**config.mk**
```make
export PLATFORM = sky130hd
export DESIGN_NAME = odometer_meas_ctrl
export DESIGN_NICKNAME = d
export VERILOG_FILES = /design/src/rtl/odometer_pkg.sv /design/src/rtl/odometer_edge_cnt.sv /design/src/rtl/odometer_meas_ctrl.sv
export SDC_FILE = /design/constraint.sdc
export NUM_CORES = 1
export LEC_CHECK = 0
export CAP_MARGIN = 5
export CORE_UTILIZATION = 59
export CTS_CLUSTER_DIAMETER = 200
export CTS_CLUSTER_SIZE = 10
export DETAILED_ROUTE_END_ITERATION = 8
export GPL_ROUTABILITY_DRIVEN = 1
export PLACE_DENSITY = 0.86
export SYNTH_ARGS = -nofsm -noshare
export SYNTH_HDL_FRONTEND = slang
export SYNTH_SLANG_ARGS = --single-unit
```
**constraint.sdc**
```tcl
create_clock -name clk -period 7.7 [get_ports clk]
set_clock_uncertainty 0.05 [all_clocks]
set_input_delay 1.54 -clock clk [delete_from_list [all_inputs] [get_ports clk]]
set_output_delay 1.54 -clock clk [all_outputs]
set_load 0.05 [all_outputs]
```
**src/rtl/odometer_pkg.sv**
```systemverilog
// Shared definitions for the ring-oscillator odometer measurement controller.
// Holds the run-sequencer state encoding and fixed timing constants.
package odometer_pkg;

    typedef enum logic [2:0] {
        IDLE    = 3'd0,
        STRESS  = 3'd1,
        SETTLE  = 3'd2,
        MEASURE = 3'd3,
        DONE    = 3'd4
    } state_e;

    localparam int SETTLE_CYCLES = 4;
    localparam int SYNC_STAGES   = 2;

    function automatic int max_int(input int a, input int b);
        return (a > b) ? a : b;
    endfunction

endpackage

```
**src/rtl/odometer_edge_cnt.sv**
```systemverilog
// One oscillator channel: synchronizer, rising-edge detector and saturating
// edge counter. The next count is exported so the parent can capture it losslessly.
module odometer_edge_cnt
    import odometer_pkg::*;
#(
    parameter int CNT_W = 16
) (
    input  logic             clk,
    input  logic             rst,
    input  logic             ro_i,
    input  logic             en_i,
    input  logic             clr_i,
    output logic [CNT_W-1:0] count_nxt_o,
    output logic             sat_nxt_o
);

    localparam logic [CNT_W-1:0] CNT_MAX = '1;

    logic [SYNC_STAGES-1:0] sync_q;
    logic                   prev_q;
    logic [CNT_W-1:0]       count_q;
    logic [CNT_W-1:0]       count_d;
    logic                   rise;

    assign rise = sync_q[SYNC_STAGES-1] & ~prev_q;

    always_comb begin
        count_d = count_q;
        if (clr_i) begin
            count_d = '0;
        end else if (en_i && rise && (count_q != CNT_MAX)) begin
            count_d = count_q + 1'b1;
        end
    end

    always_ff @(posedge clk or posedge rst) begin
        if (rst) begin
            sync_q  <= '0;
            prev_q  <= 1'b0;
            count_q <= '0;
        end else begin
            sync_q  <= {sync_q[SYNC_STAGES-2:0], ro_i};
            prev_q  <= sync_q[SYNC_STAGES-1];
            count_q <= count_d;
        end
    end

    assign count_nxt_o = count_d;
    assign sat_nxt_o   = (count_d == CNT_MAX);

endmodule

```
**src/rtl/odometer_meas_ctrl.sv**
```systemverilog
// Stress-then-measure sequencer for a reference/stressed ring-oscillator pair.
// Define ODOMETER_DIFF_EN to add the signed cnt_diff (str - ref) output.
module odometer_meas_ctrl
    import odometer_pkg::*;
#(
    parameter int WIN_W = 16,
    parameter int CNT_W = 16,
    parameter int STR_W = 24
) (
    input  logic                    clk,
    input  logic                    rst,
    input  logic                    start,
    input  logic                    abort,
    input  logic [STR_W-1:0]        stress_len,
    input  logic [WIN_W-1:0]        win_len,
    input  logic                    ro_ref_in,
    input  logic                    ro_str_in,
    output logic                    ro_ref_en,
    output logic                    ro_str_en,
    output logic                    busy,
    output logic                    done,
    output logic                    ovf,
    output logic [CNT_W-1:0]        cnt_ref,
    output logic [CNT_W-1:0]        cnt_str,
`ifdef ODOMETER_DIFF_EN
    output logic signed [CNT_W:0]   cnt_diff,
`endif
    output state_e                  dbg_state
);

    // One down-counter serves every timed phase, so it spans the widest length.
    localparam int TMR_W = max_int(max_int(STR_W, WIN_W), 3);

    state_e            state_q, state_d;
    logic [TMR_W-1:0]  timer_q, timer_d;
    logic [WIN_W-1:0]  win_q, win_d;
    logic              accept;
    logic              timer_last;

    logic              ref_en_q, ref_en_d;
    logic              str_en_q, str_en_d;
    logic              done_q, done_d;
    logic              ovf_q, ovf_d;
    logic [CNT_W-1:0]  cnt_ref_q, cnt_ref_d;
    logic [CNT_W-1:0]  cnt_str_q, cnt_str_d;

    logic [CNT_W-1:0]  ref_nxt, str_nxt;
    logic              ref_sat, str_sat;
    logic              meas_en, settle_clr;

    assign accept     = (state_q == IDLE) && start;
    assign timer_last = (timer_q == TMR_W'(1));
    assign meas_en    = (state_q == MEASURE);
    assign settle_clr = (state_q == SETTLE);

    odometer_edge_cnt #(.CNT_W(CNT_W)) u_ref_cnt (
        .clk         (clk),
        .rst         (rst),
        .ro_i        (ro_ref_in),
        .en_i        (meas_en),
        .clr_i       (settle_clr),
        .count_nxt_o (ref_nxt),
        .sat_nxt_o   (ref_sat)
    );

    odometer_edge_cnt #(.CNT_W(CNT_W)) u_str_cnt (
        .clk         (clk),
        .rst         (rst),
        .ro_i        (ro_str_in),
        .en_i        (meas_en),
        .clr_i       (settle_clr),
        .count_nxt_o (str_nxt),
        .sat_nxt_o   (str_sat)
    );

    always_ff @(posedge clk or posedge rst) begin
        if (rst) begin
            state_q <= IDLE;
            timer_q <= '0;
            win_q   <= '0;
        end else begin
            state_q <= state_d;
            timer_q <= timer_d;
            win_q   <= win_d;
        end
    end

    always_comb begin
        state_d = state_q;
        timer_d = timer_q;
        win_d   = win_q;
        case (state_q)
            IDLE: begin
                if (start) begin
                    win_d = win_len;
                    if (stress_len != '0) begin
                        state_d = STRESS;
                        timer_d = TMR_W'(stress_len);
                    end else begin
                        state_d = SETTLE;
                        timer_d = TMR_W'(SETTLE_CYCLES);
                    end
                end
            end
            STRESS: begin
                if (timer_last) begin
                    state_d = SETTLE;
                    timer_d = TMR_W'(SETTLE_CYCLES);
                end else begin
                    timer_d = timer_q - TMR_W'(1);
                end
            end
            SETTLE: begin
                if (timer_last) begin
                    state_d = (win_q == '0) ? DONE : MEASURE;
                    timer_d = TMR_W'(win_q);
                end else begin
                    timer_d = timer_q - TMR_W'(1);
                end
            end
            MEASURE: begin
                if (timer_last) begin
                    state_d = DONE;
                end else begin
                    timer_d = timer_q - TMR_W'(1);
                end
            end
            DONE:    state_d = IDLE;
            default: state_d = IDLE;
        endcase
        if (abort && (state_q != IDLE)) begin
            state_d = IDLE;
        end
    end

    // Outputs are decoded from the next state so the registered enables and
    // done line up exactly with the state they belong to.
    always_comb begin
        ref_en_d  = (state_d == SETTLE) || (state_d == MEASURE);
        str_en_d  = (state_d == STRESS) || (state_d == SETTLE) || (state_d == MEASURE);
        done_d    = (state_d == DONE);
        cnt_ref_d = cnt_ref_q;
        cnt_str_d = cnt_str_q;
        ovf_d     = ovf_q;
        if (accept) begin
            ovf_d = 1'b0;
        end else if (meas_en && (ref_sat || str_sat)) begin
            ovf_d = 1'b1;
        end
        if (done_d) begin
            cnt_ref_d = ref_nxt;
            cnt_str_d = str_nxt;
        end
    end

    always_ff @(posedge clk or posedge rst) begin
        if (rst) begin
            ref_en_q  <= 1'b0;
            str_en_q  <= 1'b0;
            done_q    <= 1'b0;
            ovf_q     <= 1'b0;
            cnt_ref_q <= '0;
            cnt_str_q <= '0;
        end else begin
            ref_en_q  <= ref_en_d;
            str_en_q  <= str_en_d;
            done_q    <= done_d;
            ovf_q     <= ovf_d;
            cnt_ref_q <= cnt_ref_d;
            cnt_str_q <= cnt_str_d;
        end
    end

`ifdef ODOMETER_DIFF_EN
    logic signed [CNT_W:0] diff_q;

    always_ff @(posedge clk or posedge rst) begin
        if (rst) begin
            diff_q <= '0;
        end else if (done_d) begin
            diff_q <= $signed({1'b0, str_nxt}) - $signed({1'b0, ref_nxt});
        end
    end

    assign cnt_diff = diff_q;
`endif

    assign ro_ref_en = ref_en_q;
    assign ro_str_en = str_en_q;
    assign busy      = (state_q != IDLE);
    assign done      = done_q;
    assign ovf       = ovf_q;
    assign cnt_ref   = cnt_ref_q;
    assign cnt_str   = cnt_str_q;
    assign dbg_state = state_q;

endmodule
```
==> reports/results.txt <==
Die Span Y - 102.6 um
worst-path fanout max - 11
CTS max path bufs - 2
DP Wirelength - 10640 um
WS Path Type - register to output pin
CTS Hold Bufs - 0
Post-synth top cells - dfrtp_1 (117), nand2_1 (77), o21ai_0 (58)
worst hold path type - register to register
initial antenna violation count - 0
most frequent cell after synthesis - dfrtp_1
CTS tree - done
layout cells sized above 1 - 11.45%
fmax - 262.1 MHz
Slew headroom - 28.16%
number of synthesized register bits - 117
outcome - complete, no violations
routed vias - 5476
Critical Path End Type - output pin
fin util - 77.55%
max-cap violation count - 0
vias per cell - 6.450
share of the synthesized area in the top cell type - 49.01%
row count - 36
input/output buffers - 85
post-CTS sizing - 0
Pint - 1.572 mW
Slew Limit Fails - 0
Avg Synthesized Cell Area - 9.574 um2
Die W - 102.6 um
wire per inst - 18.48 um
first-pass GRT wire length - 25390 um
Least-Margin Pin Slew - 1.074 ns
synth warn - 0
switching power - 733.5 uW
Comb power frac - 23.6%
root buf cell - clkbuf_8
Clock Latency Late Sink - 0.52 ns
number of enable flip-flop cells after synthesis - 0
n_diodes - 0
Place WS - 3.741 ns
Fin. Hold Viols - 0
final setup margin - 3.884 ns
Pre-Repair DR Iteration Count - 5
PwrDens - 304.2 mW/mm2
largest net degree at the start of global routing - 62
Syn Nets - 674
RSZ-0062 raised after global routing - false
Arr. time, crit path - 2.23 ns
nets@finish - 755
Critical Path Start Type - register
area delta synth->final - 26.87%
fin crit share - 49.55%
Static Leak - 3.268 nW
Worst VDD drop - 0.0002419 V
Setup Total Neg Slack - 0 ns
GR Overflow Total - 0
top cell type by total area after synthesis - dfrtp_1
cts bufs inserted - 17
effective utilization at floorplan - 61.12%
DRT iter0 DRCs - 511
Ports - 86
total track usage - 31.85%
Filler Cell Count - 656
most common flop cell mapped by yosys - dfrtp_1
clock-pin slew on the worst setup and hold paths - 0.06 ns
total die area - 0.01053 mm2
buffer count from post-CTS setup fixing - 0
vias in the first global route - 5232
clock share of power - 38.2%
GPL Wtd Cong - 0.9315
ANT nets after route - 0
Seq/Total Area, Yosys - 49.01%
CTS Sinks - 117
htree depth - 4
Tmin final - 3.816 ns
mapped cell area - 0.005974 mm2
Seq pwr share - 38.2%
Routed WL - 15690 um
Synth cell types - 62
cells after synthesis - 624
Synth area leaders - dfrtp_1 (49%), mux2_2 (5.7%), o21ai_0 (4.9%)
Post-synth ARST share - 100.0%
DRC Markers - 0
Multi-input gate area - 0.002861 mm2
final setup violation count - 0
Data required, critical path - 6.11 ns
sequential cell area - 0.002928 mm2
core area - 0.009774 mm2
switching share of power - 31.81%
total power - 2.306 mW
[cell type report]
type | count | share of cell area (%)
clock inverter | 9 | 2.625
timing repair buffer | 92 | 11.92
inverter | 16 | 0.8254
sequential | 117 | 38.63
multi-input combinational | 461 | 37.75
tap | 133 | 2.195
clock buffer | 21 | 6.058
[routing by layer]
layer  part of all wire (%)  global-route usage (%)
met5                      0                       0
met3                    8.4                   9.627
met2                     47                   49.69
met1                     42                   41.55
met4                    2.4                   13.08
[worst paths after layout]
check	depth (start not counted)	slack [ns]	start	end
max	3	3.88	dbg_state[0]$_DFF_PP0_	busy
max in group asynchronous	3	4.93	rst	timer_q[16]$_DFFE_PP0P_
min reg2reg	0	0.31	u_ref_cnt.sync_q[0]$_DFF_PP0_	u_ref_cnt.sync_q[1]$_DFF_PP0_
min	0	0.31	u_ref_cnt.sync_q[0]$_DFF_PP0_	u_ref_cnt.sync_q[1]$_DFF_PP0_
max reg2reg	6	4.60	timer_q[20]$_DFFE_PP0P_	timer_q[8]$_DFFE_PP0P_
min in group asynchronous	2	1.46	rst	timer_q[23]$_DFFE_PP0P_
[cell families after synthesis]
logic type	after synthesis	share of synthesized area [%]
xor gates and xnor gates	10	1.466
muxes	38	7.162
and+or+nand+nor	264	22.81
buffers and inverters	46	3.246
DFF	117	49.01
AOI/OAI and AO/OA	145	15.48
adders and majority gates	4	0.8377
[metrics by stage]
step | cell area [um2] | hold slack (ns) | instances
after floorplan | 5974 | 0.2812 | 624
after global placement | 6922 | 0.2820 | 819
after detailed placement | 6922 | 0.2917 | 819
after CTS | 7580 | 0.3137 | 849
after global routing | 7580 | 0.3143 | 849
final | 7580 | 0.3133 | 849
[state kept, by name, summed over array words and instances, names as in the netlist, 2 cells and up]
register,flops
u_ref_cnt.sync_q,2
dbg_state,3
timer_q,24
win_q,16
u_str_cnt.count_q,16
cnt_ref,16
cnt_str,16
u_ref_cnt.count_q,16
u_str_cnt.sync_q,2
[critical path, stage by stage, from the launching register on]
cell and delay, ns:
dfrtp_1 0.60, nor2_1 0.19, nand2_1 0.12, clkdlybuf4s50_1 0.80
[power by group through the flow]
stage / Clock, mW / Combinational (mW) / Sequential [mW]
after floorplan: 0 / 0.389 / 0.852
after global placement: 0 / 0.508 / 0.874
after detailed placement: 0 / 0.527 / 0.881
after CTS: 0.888 / 0.537 / 0.873
after global routing: 0.919 / 0.600 / 0.896
final: 0.882 / 0.544 / 0.880
[placed cells by master (no fill, tap or decap), types with 10 or more instances in the layout]
| master | netlist | final |
|---|---|---|
| and3_1 | 11 | 11 |
| a21oi_1 | 24 | 24 |
| mux2_2 | 30 | 30 |
| o21ai_0 | 58 | 56 |
| nor2_1 | 54 | 54 |
| dfrtp_1 | 117 | 117 |
| clkdlybuf4s50_1 | 0 | 85 |
| nand2_1 | 77 | 77 |
| a221oi_1 | 10 | 10 |
| nand3_1 | 15 | 15 |
| inv_1 | 16 | 15 |
| clkbuf_16 | 0 | 16 |
| nor3_1 | 21 | 21 |
| nand4_1 | 13 | 13 |
| nor4_1 | 27 | 27 |
(Power assumes the default switching activity.)
